`config.mk`:
```
export PLATFORM = sky130hd
export DESIGN_NAME = bcd_digit_encoder
export DESIGN_NICKNAME = d
export VERILOG_FILES = /design/src/rtl/bcd_digit_encoder.sv
export SDC_FILE = /design/constraint.sdc
export NUM_CORES = 1
export LEC_CHECK = 0
export BUFFER_PORTS_ARGS = -buffer_cell sky130_fd_sc_hd__buf_2
export CAP_MARGIN = 40
export CORE_MARGIN = 5
export CORE_UTILIZATION = 55
export DETAILED_ROUTE_END_ITERATION = 16
export MAX_ROUTING_LAYER = met4
export PLACE_DENSITY_LB_ADDON = 0.25
export SLEW_MARGIN = 20
export SYNTH_ARGS = -nofsm -noshare
export SYNTH_HDL_FRONTEND = slang
export SYNTH_SLANG_ARGS = --single-unit
```
`constraint.sdc`:
```
create_clock -name clk -period 5.15 [get_ports clk]
set_input_delay 1.03 -clock clk [delete_from_list [all_inputs] [get_ports clk]]
set_output_delay 1.03 -clock clk [all_outputs]
set_load 0.03 [all_outputs]
```
`src/rtl/bcd_digit_encoder.sv`:
```
// Iterative shift-add-3 binary-to-BCD encoder, one input bit per clock, with saturation.
// Optional macro BCD_LEADING_BLANK_EN adds a registered leading-zero blank mask output.
module bcd_digit_encoder #(
    parameter int WIDTH     = 14,
    parameter int DIGITS    = 4,
    parameter int MAX_VALUE = 9999
) (
    input  logic                  clk,
    input  logic                  rst,
    input  logic [WIDTH-1:0]      value,
    input  logic                  force_req,
    output logic [4*DIGITS-1:0]   bcd,
    output logic                  busy,
    output logic                  done,
    output logic                  overflow
`ifdef BCD_LEADING_BLANK_EN
    ,
    output logic [DIGITS-1:0]     blank
`endif
);

    localparam int BW = 4 * DIGITS;
    localparam int CW = (WIDTH > 1) ? $clog2(WIDTH) : 1;

    function automatic logic [BW-1:0] to_bcd(input int unsigned v);
        logic [BW-1:0] r;
        int unsigned   t;
        r = '0;
        t = v;
        for (int i = 0; i < DIGITS; i++) begin
            r[4*i +: 4] = 4'(t % 10);
            t = t / 10;
        end
        return r;
    endfunction

    localparam logic [BW-1:0] MAX_BCD = to_bcd(MAX_VALUE);
    // A ceiling the input can never exceed simply disables saturation.
    localparam logic [WIDTH:0] MAX_CMP =
        (longint'(MAX_VALUE) >= (longint'(1) << WIDTH)) ? {1'b0, {WIDTH{1'b1}}}
                                                         : (WIDTH+1)'(MAX_VALUE);

    typedef enum logic [1:0] {IDLE, SHIFT, COMMIT} state_t;

    state_t          state;
    logic [WIDTH-1:0] shreg;
    logic [WIDTH-1:0] last_value;
    logic [BW-1:0]    scratch;
    logic [BW-1:0]    adj;
    logic [BW-1:0]    shifted;
    logic [BW-1:0]    commit_bcd;
    logic [CW-1:0]    cnt;
    logic             pending;
    logic             changed;
    logic             trigger;
    logic             ovf_next;
    logic             unused_msb;

    always_comb begin
        changed = (value != last_value) || force_req;
        trigger = changed || pending;
    end

    always_comb begin
        adj = scratch;
        for (int i = 0; i < DIGITS; i++) begin
            if (scratch[4*i +: 4] >= 4'd5) begin
                adj[4*i +: 4] = scratch[4*i +: 4] + 4'd3;
            end
        end
        {unused_msb, shifted} = {adj, shreg[WIDTH-1]};
    end

    // last_value doubles as the captured operand during a conversion.
    always_comb begin
        ovf_next   = {1'b0, last_value} > MAX_CMP;
        commit_bcd = ovf_next ? MAX_BCD : scratch;
    end

`ifdef BCD_LEADING_BLANK_EN
    logic [DIGITS-1:0] blank_next;
    always_comb begin
        logic run;
        run        = 1'b1;
        blank_next = '0;
        for (int i = DIGITS - 1; i >= 1; i--) begin
            run           = run && (commit_bcd[4*i +: 4] == 4'd0);
            blank_next[i] = run;
        end
    end
`endif

    always_ff @(posedge clk or posedge rst) begin
        if (rst) begin
            state      <= IDLE;
            shreg      <= '0;
            last_value <= '0;
            scratch    <= '0;
            cnt        <= '0;
            pending    <= 1'b0;
            bcd        <= '0;
            busy       <= 1'b0;
            done       <= 1'b0;
            overflow   <= 1'b0;
`ifdef BCD_LEADING_BLANK_EN
            blank      <= '0;
`endif
        end else begin
            done <= 1'b0;
            unique case (state)
                IDLE: begin
                    busy <= trigger;
                    if (trigger) begin
                        shreg      <= value;
                        last_value <= value;
                        scratch    <= '0;
                        pending    <= 1'b0;
                        cnt        <= CW'(WIDTH - 1);
                        state      <= SHIFT;
                    end
                end
                SHIFT: begin
                    if (changed) pending <= 1'b1;
                    scratch <= shifted;
                    shreg   <= shreg << 1;
                    if (cnt == '0) begin
                        state <= COMMIT;
                    end else begin
                        cnt <= cnt - CW'(1);
                    end
                end
                COMMIT: begin
                    if (changed) pending <= 1'b1;
                    bcd      <= commit_bcd;
                    overflow <= ovf_next;
`ifdef BCD_LEADING_BLANK_EN
                    blank    <= blank_next;
`endif
                    done     <= 1'b1;
                    state    <= IDLE;
                end
                default: state <= IDLE;
            endcase
        end
    end

endmodule
```
After elaboration in Yosys (flattened, before gate mapping)
Cells that the tools add are included.
- flip-flop bits (word level): 70
- input bits: 17
- output and inout port bits: 19
- word-level logic and storage cells: 58
- add/subtract/negate cells: 5
- order comparisons: 5
- equality and inequality tests: 7
- muxes and demuxes: 19
- reductions and logical operators: 12
- operator list (cell ; number):
    16-bit two-way mux ; 2
    16-bit one-hot mux with 2 select lines ; 1
    14-bit one-hot mux with 2 select lines ; 1
    4-bit two-way mux ; 5
    4-bit by 3-bit greater-or-equal comparator with 1-bit output, second input constant ; 4
    14-bit greater-than comparator, second input constant ; 1
    14-bit two-way mux ; 1
    14-bit != test ; 1
    4-bit by 2-bit adder with 4-bit output, second input constant ; 3
    4-bit one-hot mux with 2 select lines ; 1
    2-bit != test, second input constant ; 3
    2-bit AND reduction ; 3
    3-bit AND reduction ; 2
    4-bit zero test ; 1
    2-bit two-way mux ; 2
    2-bit one-hot mux with 2 select lines ; 1
    2-bit nonzero test ; 2
    4-bit by 1-bit subtractor with 4-bit output, second input constant ; 1
    3-bit by 2-bit adder with 3-bit output, second input constant ; 1
    1-bit two-way mux ; 3
    3-bit two-way mux ; 1
    2-bit by 1-bit equality test with 1-bit output, second input constant ; 1
    2-bit equality test, second input constant ; 1
    2-bit zero test ; 1
    4 further kinds ; 5

Depth between registers and ports, before layout
- depth in word-level cells: 5
- mapped depth: 10
- gate-level depth less buffers: 7

Worst setup path after synthesis
OpenSTA, ideal clock, no wires.
- kind: input to register
- start point: input port value[3]
- end point: register shreg[13]
- setup time: 0.125 ns
- arrival time: 2.564 ns
- data required time: 5.025 ns
- path slack: 2.461 ns
- stages on the path: 8
- buffers on the path: 3
- cell sequence: xnor2_1 > nand4_1 > or4_1 > buf_2 > o21a_1 > buf_6 > buf_6 > mux2_4
- cells in the longest elaborated chain, start to end: 5
- RTL lines (item ; RTL line ; text):
    start: declaration ; 10 ; input logic [WIDTH-1:0] value,
    14-bit != test ; 60 ; changed = (value != last_value) || force_req;
    1-bit logical OR ; 60 ;
    1-bit logical OR ; 61 ; trigger = changed || pending;
    2-bit != test (no source line) ; - ;
    2-bit AND reduction (no source line) ; - ;
    end signal: assignment ; 114 ; shreg <= value;
    end signal: assignment ; 125 ; shreg <= shreg << 1;
    end: declaration ; 46 ; logic [WIDTH-1:0] shreg;
No other way between the ends.
A chain may end at the register's enable or synchronous reset.

Worst setup path after layout
- start point: input port value[5]
- end point: register shreg[2]
Same word-level chain as after synthesis.

==> results.rst <==
.. list-table::
   :header-rows: 1

   * - Metric
     - Value
   * - Result of the run
     - completed
   * - Period Utilization, post-route
     - 56.0%
   * - Maxcap violations
     - 0
   * - CP Max Fanout
     - 24
   * - Clock buffers created by TritonCTS
     - 9
   * - Total power draw
     - 0.00164 W
   * - Required time of the critical path
     - 5.39 ns
   * - Pwr dens
     - 414 nW/um^2
   * - Number of DRC markers in iteration 0
     - 98
   * - Peak ir drop on the vdd network
     - 0.000258 V
   * - Core utilization of the finished layout
     - 63.3%
   * - Leakage Power
     - 1.90 nW
   * - Num Clock Sinks
     - 70
   * - Count of port buffers added during placement
     - 35
   * - Antenna Violating Nets Remaining
     - 0
   * - Diodes inserted
     - 0
   * - Floorplan core area
     - 6240 um^2
   * - Initial antenna violation count
     - 0
   * - Data arrival time of the worst path
     - 3.12 ns
   * - Number of slew-limit violations in the final report
     - 0
   * - Die Outline Area
     - 7990 um^2
   * - Post-CTS resize count
     - 0
   * - CP Capture Type
     - flip-flop
   * - Number of global-route vias before repair
     - 2427
   * - Clock-pin slew reported for the worst setup and hold paths after clock tree synthesis
     - 0.07 ns
   * - Cell area after technology mapping
     - 3470 um^2
   * - Setup violations, final
     - 0
   * - Standard-cell row count
     - 29
   * - Clk Latency, worst-skew pair
     - 0.35 ns
   * - Final worst clock skew
     - 0.00686 ns
   * - Final routed wirelength across all metal layers
     - 6660 um
   * - Max Root-Sink Buffers
     - 2
   * - Net count of the mapped netlist
     - 331
   * - Postcts setup bufs
     - 0
   * - Cell count after synthesis
     - 301
   * - H-tree depth reported by CTS
     - 3
   * - Worst-margin pin slew
     - 0.758 ns
   * - Post-layout minimum cycle time
     - 2.88 ns
   * - Clock Root Buffer
     - clkbuf_8
   * - Distinct cell type count after synthesis
     - 39
   * - Yosys synthesis warning count
     - 0
   * - GPL Wtd Cong
     - 0.769
   * - First-pass iteration count of the detailed router
     - 4
   * - Placed standard-cell area
     - 3710 um^2
   * - Peak Freq
     - 347 MHz
   * - Crit. Startpoint
     - value[5]
   * - Die X-Extent
     - 89.4 um
   * - Grt ovf
     - 0
   * - CP Class
     - input port to flip-flop
   * - Synthesized area divided by synthesized cell count
     - 11.5 um^2
   * - Detailed placer's ending HPWL
     - 4770 um
   * - DRC violation count after routing
     - 0
   * - Vertical die dimension
     - 89.4 um
   * - RSZ-0062 raised after global routing
     - false
   * - Register bit total from synthesis
     - 70
   * - Final design area excluding fillers
     - 3950 um^2
   * - Initial Util
     - 55.6%
   * - First-pass GRT wire length
     - 11700 um
   * - Hold Path Origin
     - shreg[0]
   * - Routed length per instance
     - 15.9 um
   * - Clock tree from TritonCTS
     - yes
   * - Sequential element share of the synthesized area
     - 50.5%
   * - WHS
     - 0.490 ns
   * - Post-route setup TNS
     - 0 ns
   * - Slew margin rel.
     - 48.9%
   * - Classification of the worst-slack hold path
     - flip-flop to flip-flop
   * - Via count of the routed design
     - 2310
   * - Average via count per standard cell
     - 5.51
   * - Hold buffer count at CTS
     - 0
   * - Number of top-level pins
     - 36
   * - Critical path startpoint category
     - input port
   * - Number of failing hold endpoints at the final stage
     - 0
   * - Overall fraction of global-route tracks in use
     - 20.0%
   * - Reg-to-Reg Start
     - state[0]
   * - Layout overhead on the synthesized area
     - 13.9%
   * - Pin count of the biggest net entering global routing
     - 39
   * - Fraction of layout instances using a drive strength above 1
     - 28.9%
   * - Final-stage net count
     - 367
cell usage in the layout, fill, tap and decap left out, types with 6 or more instances in the layout:
| cell | instances |
|---|---|
| nor3_1 | 9 |
| ha_1 | 13 |
| mux2_2 | 35 |
| a21oi_1 | 11 |
| nand3_1 | 11 |
| xnor2_1 | 19 |
| nor2_1 | 10 |
| nand2_1 | 9 |
| inv_1 | 19 |
| a22o_1 | 8 |
| dfrtp_1 | 70 |
| nand4_1 | 6 |
| o21ai_0 | 12 |
| buf_2 | 35 |
| clkbuf_8 | 13 |
critical path, cell delays in order:
cell     delay (ns)
buf_2          0.12
xnor2_1        0.20
nand4_1        0.14
or4_1          0.56
buf_8          0.19
o21a_1         0.31
buf_8          0.25
mux2_4         0.30
state kept, by name, indices dropped and copies added (netlist names), 2 cells and up:
signal,count
bcd,16
cnt,4
last_value,14
scratch,16
shreg,14
state,2
Yosys cell counts (all sizes together):
cell / n / share of area, %
o211ai: 4 / 0.87
a41oi: 1 / 0.25
o2bb2ai: 1 / 0.25
a21o: 3 / 0.65
xnor2: 19 / 4.8
nor3: 9 / 1.3
mux2: 40 / 14
nand4: 6 / 1.1
nand2b: 4 / 0.72
and3: 3 / 0.54
o22a: 3 / 0.76
clkbuf: 9 / 0.97
nor4: 1 / 0.18
mux2i: 5 / 1.4
inv: 20 / 2.2
or4: 3 / 0.65
ha: 13 / 4.7
a22o: 8 / 2.0
o31ai: 1 / 0.22
a221o: 3 / 0.87
a211oi: 1 / 0.22
buf: 6 / 1.2
nand3: 11 / 1.6
nand2: 9 / 0.97
a221oi: 1 / 0.25
a31o: 1 / 0.25
dfrtp: 70 / 51
or3b: 1 / 0.25
nor2: 10 / 1.1
o21ai: 12 / 1.7
a21oi: 11 / 1.6
o22ai: 3 / 0.54
nor3b: 3 / 0.65
nor2b: 1 / 0.18
o21a: 4 / 0.87
and2: 1 / 0.18
worst paths after layout:
check / depth (start not counted) / slack, ns / endpoint
worst max-delay path: 8 / 2.27 / shreg[2]
worst min-delay path: 1 / 0.49 / shreg[0]
worst max register to register: 8 / 2.49 / shreg[2]
worst min register to register: 1 / 0.49 / shreg[0]
max in group asynchronous: 3 / 3.81 / bcd[1]
min in group asynchronous: 2 / 0.64 / last_value[1]
logic make-up after synthesis:
kind of cell	count (synthesis)	share of synthesized area, %
muxes	45	15.0
DFF	70	50.5
AOI/OAI and AO/OA	57	11.3
buffers and inverters	35	4.29
xor gates and xnor gates	19	4.80
and+or+nand+nor	62	9.38
adders and majority gates	13	4.69
where the power goes:
group | internal [W] | leakage (nW) | switching (W) | total, W
Combinational | 0.000197 | 0.915 | 0.000249 | 0.000447
Sequential | 0.000638 | 0.868 | 0.0000728 | 0.000711
Clock | 0.000275 | 0.115 | 0.000202 | 0.000477
Total | 0.00111 | 1.90 | 0.000525 | 0.00164
layer usage:
metal | wire, um | vias up | GRT usage (%) | part of all wire [%]
met5 | 0 | - | - | 0
met4 | 147 | 0 | 9.61 | 2.2
met3 | 307 | 15 | 3.41 | 4.6
met2 | 3120 | 49 | 31.9 | 47
met1 | 3090 | 1098 | 24.6 | 46
li1 | - | 1148 | - | -
area by class of cell:
cell class | instances | area (um^2)
clock buffers | 13 | 179
clock inverters | 3 | 40.0
fillers | 517 | 2290
inverters | 20 | 75.1
multi-input cells | 196 | 1570
flip-flops and latches | 70 | 1750
well taps | 77 | 96.3
repair buffers | 40 | 240
metrics by stage:
step | worst slack [ns] | instances
finish | 2.27 | 419
global route | 2.18 | 419
CTS | 1.94 | 418
detailed placement | 1.57 | 402
global placement | 1.45 | 400
floorplan | 2.35 | 301
Note: power is estimated with default switching activity, not from simulation.
